### config.mk
export PLATFORM = sky130hd
export DESIGN_NAME = exe_cmd_issuer
export DESIGN_NICKNAME = d
export VERILOG_FILES = /design/src/rtl/exe_cmd_issuer.sv
export SDC_FILE = /design/constraint.sdc
export NUM_CORES = 1
export LEC_CHECK = 0
export ABC_AREA = 0
export BUFFER_PORTS_ARGS = -buffer_cell sky130_fd_sc_hd__buf_4
export CAP_MARGIN = 20
export CELL_PAD_IN_SITES_DETAIL_PLACEMENT = 1
export CELL_PAD_IN_SITES_GLOBAL_PLACEMENT = 1
export CORE_MARGIN = 1
export CORE_UTILIZATION = 48
export DETAILED_ROUTE_END_ITERATION = 10
export PLACE_DENSITY = 0.93
export REMOVE_ABC_BUFFERS = 1
export SYNTH_ARGS = -nofsm -noshare
export SYNTH_HDL_FRONTEND = slang
export SYNTH_SLANG_ARGS = --single-unit
### constraint.sdc
create_clock -name i_clk -period 6.25 [get_ports i_clk]
set_input_delay 0.3125 -clock i_clk [delete_from_list [all_inputs] [get_ports i_clk]]
set_output_delay 0.3125 -clock i_clk [all_outputs]
set_load 0.005 [all_outputs]
### src/rtl/exe_cmd_issuer.sv
// Command issuer for a fixed-latency execution unit: buffers commands in a FIFO,
// issues one at a time, waits lat cycles, and returns result/status upstream.
module exe_cmd_issuer #(
  parameter int m     = 4,
  parameter int n     = 2,
  parameter int depth = 4,
  parameter int lat   = 1,
  parameter int cntw  = 8
) (
  input  logic            i_clk,
  input  logic            i_rst,
  input  logic            i_cmd_valid,
  output logic            o_cmd_ready,
  input  logic [n-1:0]    i_cmd_oper,
  input  logic [m-1:0]    i_cmd_argA,
  input  logic [m-1:0]    i_cmd_argB,
  output logic [n-1:0]    o_x_oper,
  output logic [m-1:0]    o_x_argA,
  output logic [m-1:0]    o_x_argB,
  input  logic [m-1:0]    i_x_result,
  input  logic [1:0]      i_x_status,
  output logic            o_rsp_valid,
  input  logic            i_rsp_ready,
  output logic [m-1:0]    o_rsp_result,
  output logic [1:0]      o_rsp_status,
  output logic [n-1:0]    o_rsp_oper,
  output logic            o_busy,
  output logic [cntw-1:0] o_err_cnt
);

  localparam int AW = $clog2(depth);
  localparam int CW = AW + 1;
  localparam int LW = (lat > 1) ? $clog2(lat + 1) : 1;
  localparam int EW = n + 2 * m;

  // Handshakes: a command transfers on an edge with i_cmd_valid && o_cmd_ready;
  // a response transfers on an edge with o_rsp_valid && i_rsp_ready. Neither
  // valid may depend on its ready, and o_rsp_* are stable while o_rsp_valid waits.

  typedef enum logic [1:0] {
    S_IDLE = 2'd0,
    S_WAIT = 2'd1,
    S_RESP = 2'd2
  } state_t;

  state_t          r_state;
  logic [LW-1:0]   r_wait;
  logic [n-1:0]    r_oper;

  logic [EW-1:0]   r_mem [depth];
  logic [AW-1:0]   r_wr_ptr;
  logic [AW-1:0]   r_rd_ptr;
  logic [CW-1:0]   r_count;

  logic            w_push;
  logic            w_pop;
  logic            w_fifo_ne;
  logic [EW-1:0]   w_head;
  logic [n-1:0]    w_head_oper;
  logic [m-1:0]    w_head_argA;
  logic [m-1:0]    w_head_argB;

  assign o_cmd_ready = (r_count != CW'(depth));
  assign w_fifo_ne   = (r_count != '0);
  assign w_push      = i_cmd_valid && o_cmd_ready;
  // Pop only when the FSM issues: from IDLE, or straight out of RESP on the handshake.
  assign w_pop       = w_fifo_ne &&
                       ((r_state == S_IDLE) || ((r_state == S_RESP) && i_rsp_ready));

  assign w_head      = r_mem[r_rd_ptr];
  assign w_head_oper = w_head[2*m +: n];
  assign w_head_argA = w_head[m +: m];
  assign w_head_argB = w_head[0 +: m];

  assign o_busy      = (r_state != S_IDLE);

  always_ff @(posedge i_clk) begin
    if (w_push && !i_rst) begin
      r_mem[r_wr_ptr] <= {i_cmd_oper, i_cmd_argA, i_cmd_argB};
    end
  end

  always_ff @(posedge i_clk) begin
    if (i_rst) begin
      r_wr_ptr <= '0;
      r_rd_ptr <= '0;
      r_count  <= '0;
    end else begin
      if (w_push) r_wr_ptr <= r_wr_ptr + AW'(1);
      if (w_pop)  r_rd_ptr <= r_rd_ptr + AW'(1);
      case ({w_push, w_pop})
        2'b10:   r_count <= r_count + CW'(1);
        2'b01:   r_count <= r_count - CW'(1);
        default: r_count <= r_count;
      endcase
    end
  end

  always_ff @(posedge i_clk) begin
    if (i_rst) begin
      r_state      <= S_IDLE;
      r_wait       <= '0;
      r_oper       <= '0;
      o_x_oper     <= '0;
      o_x_argA     <= '0;
      o_x_argB     <= '0;
      o_rsp_valid  <= 1'b0;
      o_rsp_result <= '0;
      o_rsp_status <= '0;
      o_rsp_oper   <= '0;
      o_err_cnt    <= '0;
    end else begin
      case (r_state)
        S_IDLE: begin
          if (w_pop) begin
            o_x_oper <= w_head_oper;
            o_x_argA <= w_head_argA;
            o_x_argB <= w_head_argB;
            r_oper   <= w_head_oper;
            r_wait   <= LW'(lat);
            r_state  <= S_WAIT;
          end
        end
        S_WAIT: begin
          if (r_wait != '0) begin
            r_wait <= r_wait - LW'(1);
          end else begin
            o_rsp_result <= i_x_result;
            o_rsp_status <= i_x_status;
            o_rsp_oper   <= r_oper;
            o_rsp_valid  <= 1'b1;
            r_state      <= S_RESP;
          end
        end
        S_RESP: begin
          if (i_rsp_ready) begin
            o_rsp_valid <= 1'b0;
            if ((o_rsp_status != 2'b00) && (o_err_cnt != '1)) begin
              o_err_cnt <= o_err_cnt + cntw'(1);
            end
            if (w_pop) begin
              o_x_oper <= w_head_oper;
              o_x_argA <= w_head_argA;
              o_x_argB <= w_head_argB;
              r_oper   <= w_head_oper;
              r_wait   <= LW'(lat);
              r_state  <= S_WAIT;
            end else begin
              r_state <= S_IDLE;
            end
          end
        end
        default: r_state <= S_IDLE;
      endcase
    end
  end

endmodule

==> results.toml, run 1 <==
[status]
status = "finished clean"

[synthesis]
synth_area_mm2 = 0.00309
yosys.area.top_type_share = 0.389
yosysTopAreaCell = "edfxtp_1"
synthFlopType = "edfxtp_1"
ys_seq_area_frac = 0.642
syn-instance-count = 251
synth_area_per_cell_um2 = 12.3
async_flop_share = 0
synth_area_leaders = "edfxtp_1 (39%), dfxtp_1 (25%), mux4_2 (7.3%)"
synth_seq_cells = 79
synth_most_common_cell = "nand2_1"
synthTopCellsByCount = "nand2_1 (46), edfxtp_1 (40), dfxtp_1 (39), a21oi_1 (28), nor2_1 (14)"
ys_types = 38
synth_edf_count = 40
synth_warnings = 0

[placement]
post-dp-hpwl_um = 4650
port_buffers = 48
dpl.cell_count = 364
routabilityCongestion = 0.735

[worst_setup_path]
cp_cell_sequence = "nor2b_1, or3_4, inv_2, ha_1, inv_1, fa_1, xor2_1, or3_1, a21oi_1"
crit_family = "simple AND/OR/NAND/NOR gates"
worst_setup_path_start_kind = "register"
r2r_start = "r_state[1]$_SDFFE_PP0P_"
crit_end = "r_count[2]$_SDFFE_PP0P_"
worstPathArrival_ns = 2.81
worst-path-max-fanout = 14
path_depth = 9
reg2reg_to = "r_count[2]$_SDFFE_PP0P_"
critPathMaxStageDelay_ns = 0.43
r2r_slack_ns = 3.71
rr_worst_depth = 9
critPathLaunch = "r_state[1]$_SDFFE_PP0P_"
slowest_stage = "or3_4"
crit_buf_inv = 2
cp-end-kind = "register"
critical_path_required_ns = 6.53
path_class = "register to register"

[cts]
cts_tree = "built"
cts_max_path_buffers = 2
cts_resized = 0
cts.sinks = 79
cts_buffers = 9
clock_latency_ns = 0.35
clk_pin_slew_ns = 0.08
cts_hold_buffers = 0
cts_setup_buffers = 0
cts_max_level = 3
cts-root-buf = "clkbuf_8"

[pwr]
pwr-share-clk = 0.246
power_density_mw_per_mm2 = 399
pwr-share-seq = 0.477
switchingPower_uw = 474
cellLeakagePower_nw = 1.35
vdd_drop_max_mv = 0.241
p_comb_frac = 0.277
internal_power_uw = 994
swShare = 0.323

[route]
vias = 2130
routedWlPerCell_um = 19.2
dr.pass1.iters = 4
drt_iter0_drc = 70
ant_nets = 0
remaining_drc_errors = 0
routed_wl_um = 7270
via_per_inst = 5.62

[flow_run]
maxCapViolCount = 0

[floorplan]
fp.dieArea_mm2 = 0.00676
dieHeight_um = 82.2
io_pins = 49
fp.dieW_um = 82.2
num_rows = 28
core-area_mm2 = 0.00606
start_util = 0.509

[grt]
grt_usage = 0.240
grt-ovfl-total = 0
grt_pass1_vias = 2228
antenna_found_initial = 0
grt_start_max_net_pins = 43
grt_pass1_wl_um = 11400

[layout]
antenna_cells = 0
area_delta_synth_final_pct = 19.0
fin_cells = 379
fin_nets = 327
drive_above_1_share = 0.257

[timing]
worst_slew_pin_slew_ns = 0.717
fmax_mhz = 394
rsz0062_at_grt = "no"
fin_crit_ns = 2.54
fin_skew_ns = 0.00870
period_share = 0.406
finalSetupTns_ns = 0
final-setup-viol-count = 0
maxSlewViolCount = 0
hold_violations = 0
relSlewSlack = 0.518

[min_path]
hp-class = "input pin to register"
## final cells by class
class / instances / area [um^2]
clock buffer: 10 / 128
fill: 639 / 2380
inverter: 7 / 26.3
clock inverter: 5 / 51.3
tap: 75 / 93.8
multi-input combinational: 155 / 1030
timing repair buffer: 48 / 360
sequential: 79 / 1980
## per-layer routing
| layer | vias to the layer above | track usage | part of all wire |
|---|---|---|---|
| li1 | 987 | - | - |
| met1 | 1061 | 0.276 | 0.42 |
| met2 | 58 | 0.415 | 0.51 |
| met3 | 24 | 0.0495 | 0.033 |
| met4 | 0 | 0.135 | 0.034 |
| met5 | - | 0 | 0 |
## stage by stage
step / total power, mW / area (um^2) / util / hold slack (ns) / worst slack, ns
after floorplan: 0.933 / 3040 / - / 0.382 / 3.99
after global placement: 1.08 / 3500 / 0.577 / 0.443 / 3.85
after detailed placement: 1.11 / 3500 / 0.577 / 0.452 / 3.74
after CTS: 1.48 / 3680 / 0.607 / 0.150 / 3.71
after global routing: 1.55 / 3680 / 0.607 / 0.151 / 3.53
final: 1.47 / 3680 / 0.607 / 0.161 / 3.71
## kinds of logic after synthesis
| kind of cell | count (synthesis) | synth area share |
|---|---|---|
| buf+inv | 17 | 0.0231 |
| mux | 13 | 0.0831 |
| fa+ha+maj | 7 | 0.0308 |
| simple gates | 91 | 0.136 |
| compound gates | 40 | 0.0741 |
| xor+xnor | 4 | 0.0113 |
| flops | 79 | 0.642 |
## layout by cell type (no fill, tap or decap), types with 2 or more instances in the layout
| cell type | instances |
|---|---|
| a21oi_1 | 28 |
| a311oi_1 | 2 |
| a31oi_1 | 2 |
| and2_1 | 5 |
| buf_4 | 48 |
| clkbuf_8 | 9 |
| clkinv_2 | 2 |
| dfxtp_1 | 39 |
| edfxtp_1 | 40 |
| ha_1 | 6 |
| inv_1 | 6 |
| mux2i_1 | 2 |
| mux4_2 | 10 |
| nand2_1 | 46 |
| nand2b_1 | 4 |
| nand3_1 | 4 |
| nor2_1 | 14 |
| nor2b_1 | 5 |
| nor3_1 | 5 |
| o21ai_0 | 3 |
| or3_1 | 2 |
| xnor2_1 | 2 |
| xor2_1 | 2 |
## sequential cells by signal, summed over array words and instances (netlist names), named ones only
signal	flops
r_mem	40
o_err_cnt	8
o_rsp_result	4
o_x_argA	4
o_x_argB	4
r_count	3
o_rsp_oper	2
o_rsp_status	2
o_x_oper	2
r_rd_ptr	2
r_state	2
r_wr_ptr	2
o_rsp_valid	1
r_wait	1
## worst min-delay path by stage
stage / end / slack, ns / startpoint / depth (start not counted)
after CTS: r_mem[3][4]$_DFFE_PP_ / 0.15 / i_cmd_argA[0] / 1
after global routing: r_mem[1][4]$_DFFE_PP_ / 0.15 / i_cmd_argA[0] / 1
after floorplan: o_rsp_oper[0]$_SDFFE_PP0P_ / 0.38 / i_rst / 1
after detailed placement: o_rsp_result[2]$_SDFFE_PP0P_ / 0.45 / o_rsp_result[2]$_SDFFE_PP0P_ / 2
final: r_mem[1][4]$_DFFE_PP_ / 0.16 / i_cmd_argA[0] / 1
after global placement: o_rsp_result[0]$_SDFFE_PP0P_ / 0.44 / o_rsp_result[0]$_SDFFE_PP0P_ / 2
## power by group through the flow
stage / combinational, mW / sequential (mW) / clock, mW
detailed placement: 0.402 / 0.713 / 0
floorplan: 0.240 / 0.693 / 0
CTS: 0.412 / 0.702 / 0.365
global placement: 0.373 / 0.706 / 0
global route: 0.451 / 0.713 / 0.384
finish: 0.407 / 0.701 / 0.361
No activity file was read; power rests on OpenSTA's default activity.
==> inputs of run 2 (changes only) <==
- CORE_UTILIZATION: 48 -> 44
- PLACE_DENSITY: 0.93 -> 0.87
- clock period: 6.25 -> 2.41 ns (I/O delays scaled with it)
==> results.toml, run 2 (same netlist as run 1, synthesis figures left out) <==
[layout]
antenna_cells = 0
largest_registers = "r_mem: 40 flops, o_err_cnt: 8 flops"
num-fill-cells = 717
top_register = "r_mem"
layout_common_cells = "buf_4 (52), nand2_1 (45), edfxtp_1 (40)"
fin_area_mm2 = 0.00382
fin_cells = 415
fin_nets = 341
area_delta_synth_final_pct = 23.8
final_common_cell = "buf_4"
fin_util = 0.563
drive_above_1_share = 0.263
largest_register_ffs = 40

[worst_setup_path]
path_class = "register to register"
worstPathArrival_ns = 2.59
worst_setup_path_start_kind = "register"
critical_path_required_ns = 2.68
worst-path-max-fanout = 4
cp-end-kind = "register"
r2r_slack_ns = 0.09

[route]
wl_met1_um = 2820
remaining_drc_errors = 0
dr.pass1.iters = 4
routedWlPerCell_um = 16.2
via_per_inst = 5.14
routed_wl_um = 6720
wl_met2_um = 3530
routed.top_layer = "met4"
wl_met3_um = 161
vias = 2134
drt_iter0_drc = 152
ant_nets = 0

[grt]
grt_start_max_net_pins = 27
grt_pass1_wl_um = 11000
grt_pass1_vias = 2309
antenna_found_initial = 0
grt_usage = 0.197
grt-ovfl-total = 0

[placement]
dpl.cell_count = 389
routabilityCongestion = 0.736
post-dp-hpwl_um = 4710
port_buffers = 48
pre_cts_ws_ns = 0.105
place_area_mm2 = 0.00355

[cts]
cts.sinks = 79
cts-root-buf = "clkbuf_8"
cts_setup_buffers = 0
cts_max_path_buffers = 2
clk_pin_slew_ns = 0.08
cts_max_level = 3
cts_buffers = 9
clock_latency_ns = 0.34
cts_tree = "built"

[floorplan]
num_rows = 30
dieHeight_um = 85.8
fp.dieW_um = 85.8
core-area_mm2 = 0.00679
fp.dieArea_mm2 = 0.00736
start_util = 0.455
io_pins = 49

[min_path]
hp-class = "input pin to register"

[timing]
hold_violations = 0
fmax_mhz = 431
rsz0062_at_grt = "no"
period_share = 0.963
relSlewSlack = 0.541
finalSetupTns_ns = 0
fin_skew_ns = 0.00744
worst_slack_ns = 0.0889
holdWs_ns = 0.0252
maxSlewViolCount = 0
final-setup-viol-count = 0
worst_slew_pin_slew_ns = 0.688
fin_crit_ns = 2.32

[status]
status = "finished clean"

[pwr]
cellLeakagePower_nw = 1.40
finalPower_mw = 3.76
vdd_drop_max_mv = 0.522
power_density_mw_per_mm2 = 983

[flow_run]
maxCapViolCount = 0
## run 2: cell type report
cell class	instances	area, um^2	share of cell area
sequential	79	1980	0.518
tap	96	120	0.0314
clock buffer	9	124	0.0324
multi-input combinational	155	1040	0.272
inverter	7	26.3	0.00687
timing repair buffer	62	490	0.128
clock inverter	7	40.0	0.0105
## run 2: worst paths after layout
path                            depth (start not counted)                startpoint                            to
worst min register to register                          2  o_x_argA[3]$_SDFFE_PP0P_      o_x_argA[3]$_SDFFE_PP0P_
worst min-delay path                                    3             i_x_result[1]  o_rsp_result[1]$_SDFFE_PP0P_
worst max-delay path                                    8   r_count[2]$_SDFFE_PP0P_       r_count[2]$_SDFFE_PP0P_
worst max register to register                          8   r_count[2]$_SDFFE_PP0P_       r_count[2]$_SDFFE_PP0P_
## run 2: routing by layer
| layer | GRT usage | vias up |
|---|---|---|
| li1 | - | 1019 |
| met1 | 0.239 | 1057 |
| met2 | 0.337 | 39 |
| met3 | 0.0298 | 19 |
| met4 | 0.112 | 0 |
| met5 | 0 | - |
## run 2: critical path, stage by stage, from the launching register on
cell and delay, ns:
dfxtp_1 0.39, or3b_2 0.51, nand2_2 0.11, ha_2 0.19
inv_1 0.05, fa_1 0.37, xor2_1 0.17, or3_1 0.32
a21oi_1 0.15
## run 2: report_power, final
group	total (mW)	switching, mW	internal [mW]
Sequential	1.81	0.192	1.62
Combinational	1.12	0.570	0.545
Clock	0.826	0.463	0.363
## run 2: what timing repair did
| item | 4_1_cts | 5_1_grt |
|---|---|---|
| endpoints found under the setup margin | 0 | 1 |
| endpoints found under the hold margin | 40 | 0 |
| gates resized for setup | 0 | 2 |
| hold buffers | 10 | 0 |
==> inputs of run 3 (changes only) <==
- BUFFER_PORTS_ARGS: -buffer_cell sky130_fd_sc_hd__buf_4 -> -buffer_cell sky130_fd_sc_hd__buf_2
==> results.toml, run 3 (same netlist as run 1, synthesis figures left out) <==
[grt]
grt_pass1_wl_um = 11100
grt-ovfl-total = 0
grt_usage = 0.205
antenna_found_initial = 0
grt_start_max_net_pins = 42
grt_pass1_vias = 2205

[route]
routed_wl_um = 7050
drt_iter0_drc = 110
via_per_inst = 5.06
dr.pass1.iters = 4
ant_nets = 0
routedWlPerCell_um = 16.8
remaining_drc_errors = 0
vias = 2121

[worst_setup_path]
worst_setup_path_start_kind = "register"
r2r_start = "r_count[0]$_SDFFE_PP0P_"
reg2reg_to = "r_count[2]$_SDFFE_PP0P_"
worst-path-max-fanout = 4
critical_path_required_ns = 2.69
path_class = "register to register"
r2r_slack_ns = 0.19
rr_worst_depth = 8
worstPathArrival_ns = 2.50
cp-end-kind = "register"

[cts]
clk_pin_slew_ns = 0.08
cts_max_path_buffers = 2
cts_setup_buffers = 0
clock_latency_ns = 0.35
cts_max_level = 3
cts.sinks = 79
cts-root-buf = "clkbuf_8"
cts_buffers = 9
cts_tree = "built"

[timing]
rsz0062_at_grt = "no"
worst_slew_pin_slew_ns = 0.689
fin_skew_ns = 0.00737
finalSetupTns_ns = 0
period_share = 0.922
final-setup-viol-count = 0
fin_crit_ns = 2.22
maxSlewViolCount = 0
relSlewSlack = 0.540
fmax_mhz = 450
hold_violations = 0

[layout]
drive_above_1_share = 0.263
largest_register_ffs = 40
fin_nets = 345
layout_common_cells = "buf_2 (48), nand2_1 (45), edfxtp_1 (40)"
top_register = "r_mem"
largest_registers = "r_mem: 40 flops, o_err_cnt: 8 flops"
antenna_cells = 0
area_delta_synth_final_pct = 23.2
fin_util = 0.560
final_common_cell = "buf_2"
fin_area_mm2 = 0.00380

[flow_run]
maxCapViolCount = 0

[floorplan]
fp.dieW_um = 85.8
io_pins = 49
num_rows = 30
core-area_mm2 = 0.00679
start_util = 0.455
fp.dieArea_mm2 = 0.00736
dieHeight_um = 85.8

[placement]
post-dp-hpwl_um = 4420
place_area_mm2 = 0.00343
port_buffers = 48
routabilityCongestion = 0.727

[pwr]
pwr-share-clk = 0.276
power_density_mw_per_mm2 = 1040
pwr-share-seq = 0.457
p_comb_frac = 0.267
vdd_drop_max_mv = 0.451
switchingPower_mw = 1.25
cellLeakagePower_nw = 1.42
internal_power_mw = 2.69
swShare = 0.317
finalPower_mw = 3.94

[min_path]
min-delay-start = "i_cmd_argA[0]"
hp-class = "input pin to register"
whs_endpoint = "r_mem[3][4]$_DFFE_PP_"
min_path_cells = 1

[status]
status = "finished clean"
run 3: changes by cell type in the layout (fill, tap and decap cells not counted), sizes merged:
cell         previous run  this run
buf                    52        51
bufinv                  0         2
clkbuf                  9        10
clkinv                  5         1
dlygate4sd3            10        15
inv                     7         8
run 3: power groups by stage:
stage               registers [mW]  logic, mW  clock network (mW)
floorplan                     1.80      0.622                   0
global placement              1.81      0.971                   0
detailed placement            1.83       1.02                   0
CTS                           1.80       1.06                1.12
global route                  1.84       1.18                1.17
finish                        1.80       1.05                1.09
run 3: worst max path at each step:
stage	startpoint	to	slack (ns)
floorplan	r_state[1]$_SDFFE_PP0P_	r_count[2]$_SDFFE_PP0P_	0.15
global placement	r_count[0]$_SDFFE_PP0P_	r_count[2]$_SDFFE_PP0P_	0.16
detailed placement	r_count[2]$_SDFFE_PP0P_	r_count[2]$_SDFFE_PP0P_	0.06
CTS	r_count[0]$_SDFFE_PP0P_	r_count[2]$_SDFFE_PP0P_	0.02
global route	r_count[2]$_SDFFE_PP0P_	r_count[2]$_SDFFE_PP0P_	0.10
finish	r_count[0]$_SDFFE_PP0P_	r_count[2]$_SDFFE_PP0P_	0.19
run 3: per-layer routing:
metal	vias up	global-route usage	wire length, um	share of wire
met5	-	0	0	0
met3	15	0.0529	206	0.029
met2	36	0.348	3690	0.52
met4	0	0.0864	136	0.019
met1	1046	0.250	3020	0.43
li1	1024	-	-	-
run 3: critical path, stage by stage (launching register included):
cell	delay, ns
dfxtp_1	0.36
or3b_4	0.43
nand2_2	0.13
ha_2	0.21
inv_1	0.06
fa_1	0.37
xor2_1	0.16
or3_1	0.30
a21oi_1	0.14
run 3: metrics by stage:
step | setup WS, ns | hold slack [ns] | std cells
after floorplan | 0.153 | 0.190 | 241
after global placement | 0.158 | 0.333 | 388
after detailed placement | 0.0561 | 0.339 | 388
after CTS | 0.0179 | 0.00643 | 419
after global routing | 0.103 | 0.00677 | 419
final | 0.189 | 0.0242 | 419
run 3: final cells by class:
type                    instances  area [um^2]
clock inverters                 6         92.6
clock buffers                  10          128
flip-flops and latches         79         1980
multi-input cells             155         1040
repair buffers                 66          413
fillers                       705         2990
well taps                      96          120
inverters                       7         26.3
run 3: what timing repair did:
action / CTS / global route
setup endpoints to repair: 0 / 1
hold endpoints to repair: 42 / 0
hold buffers: 15 / 0
gates resized for setup: 0 / 3
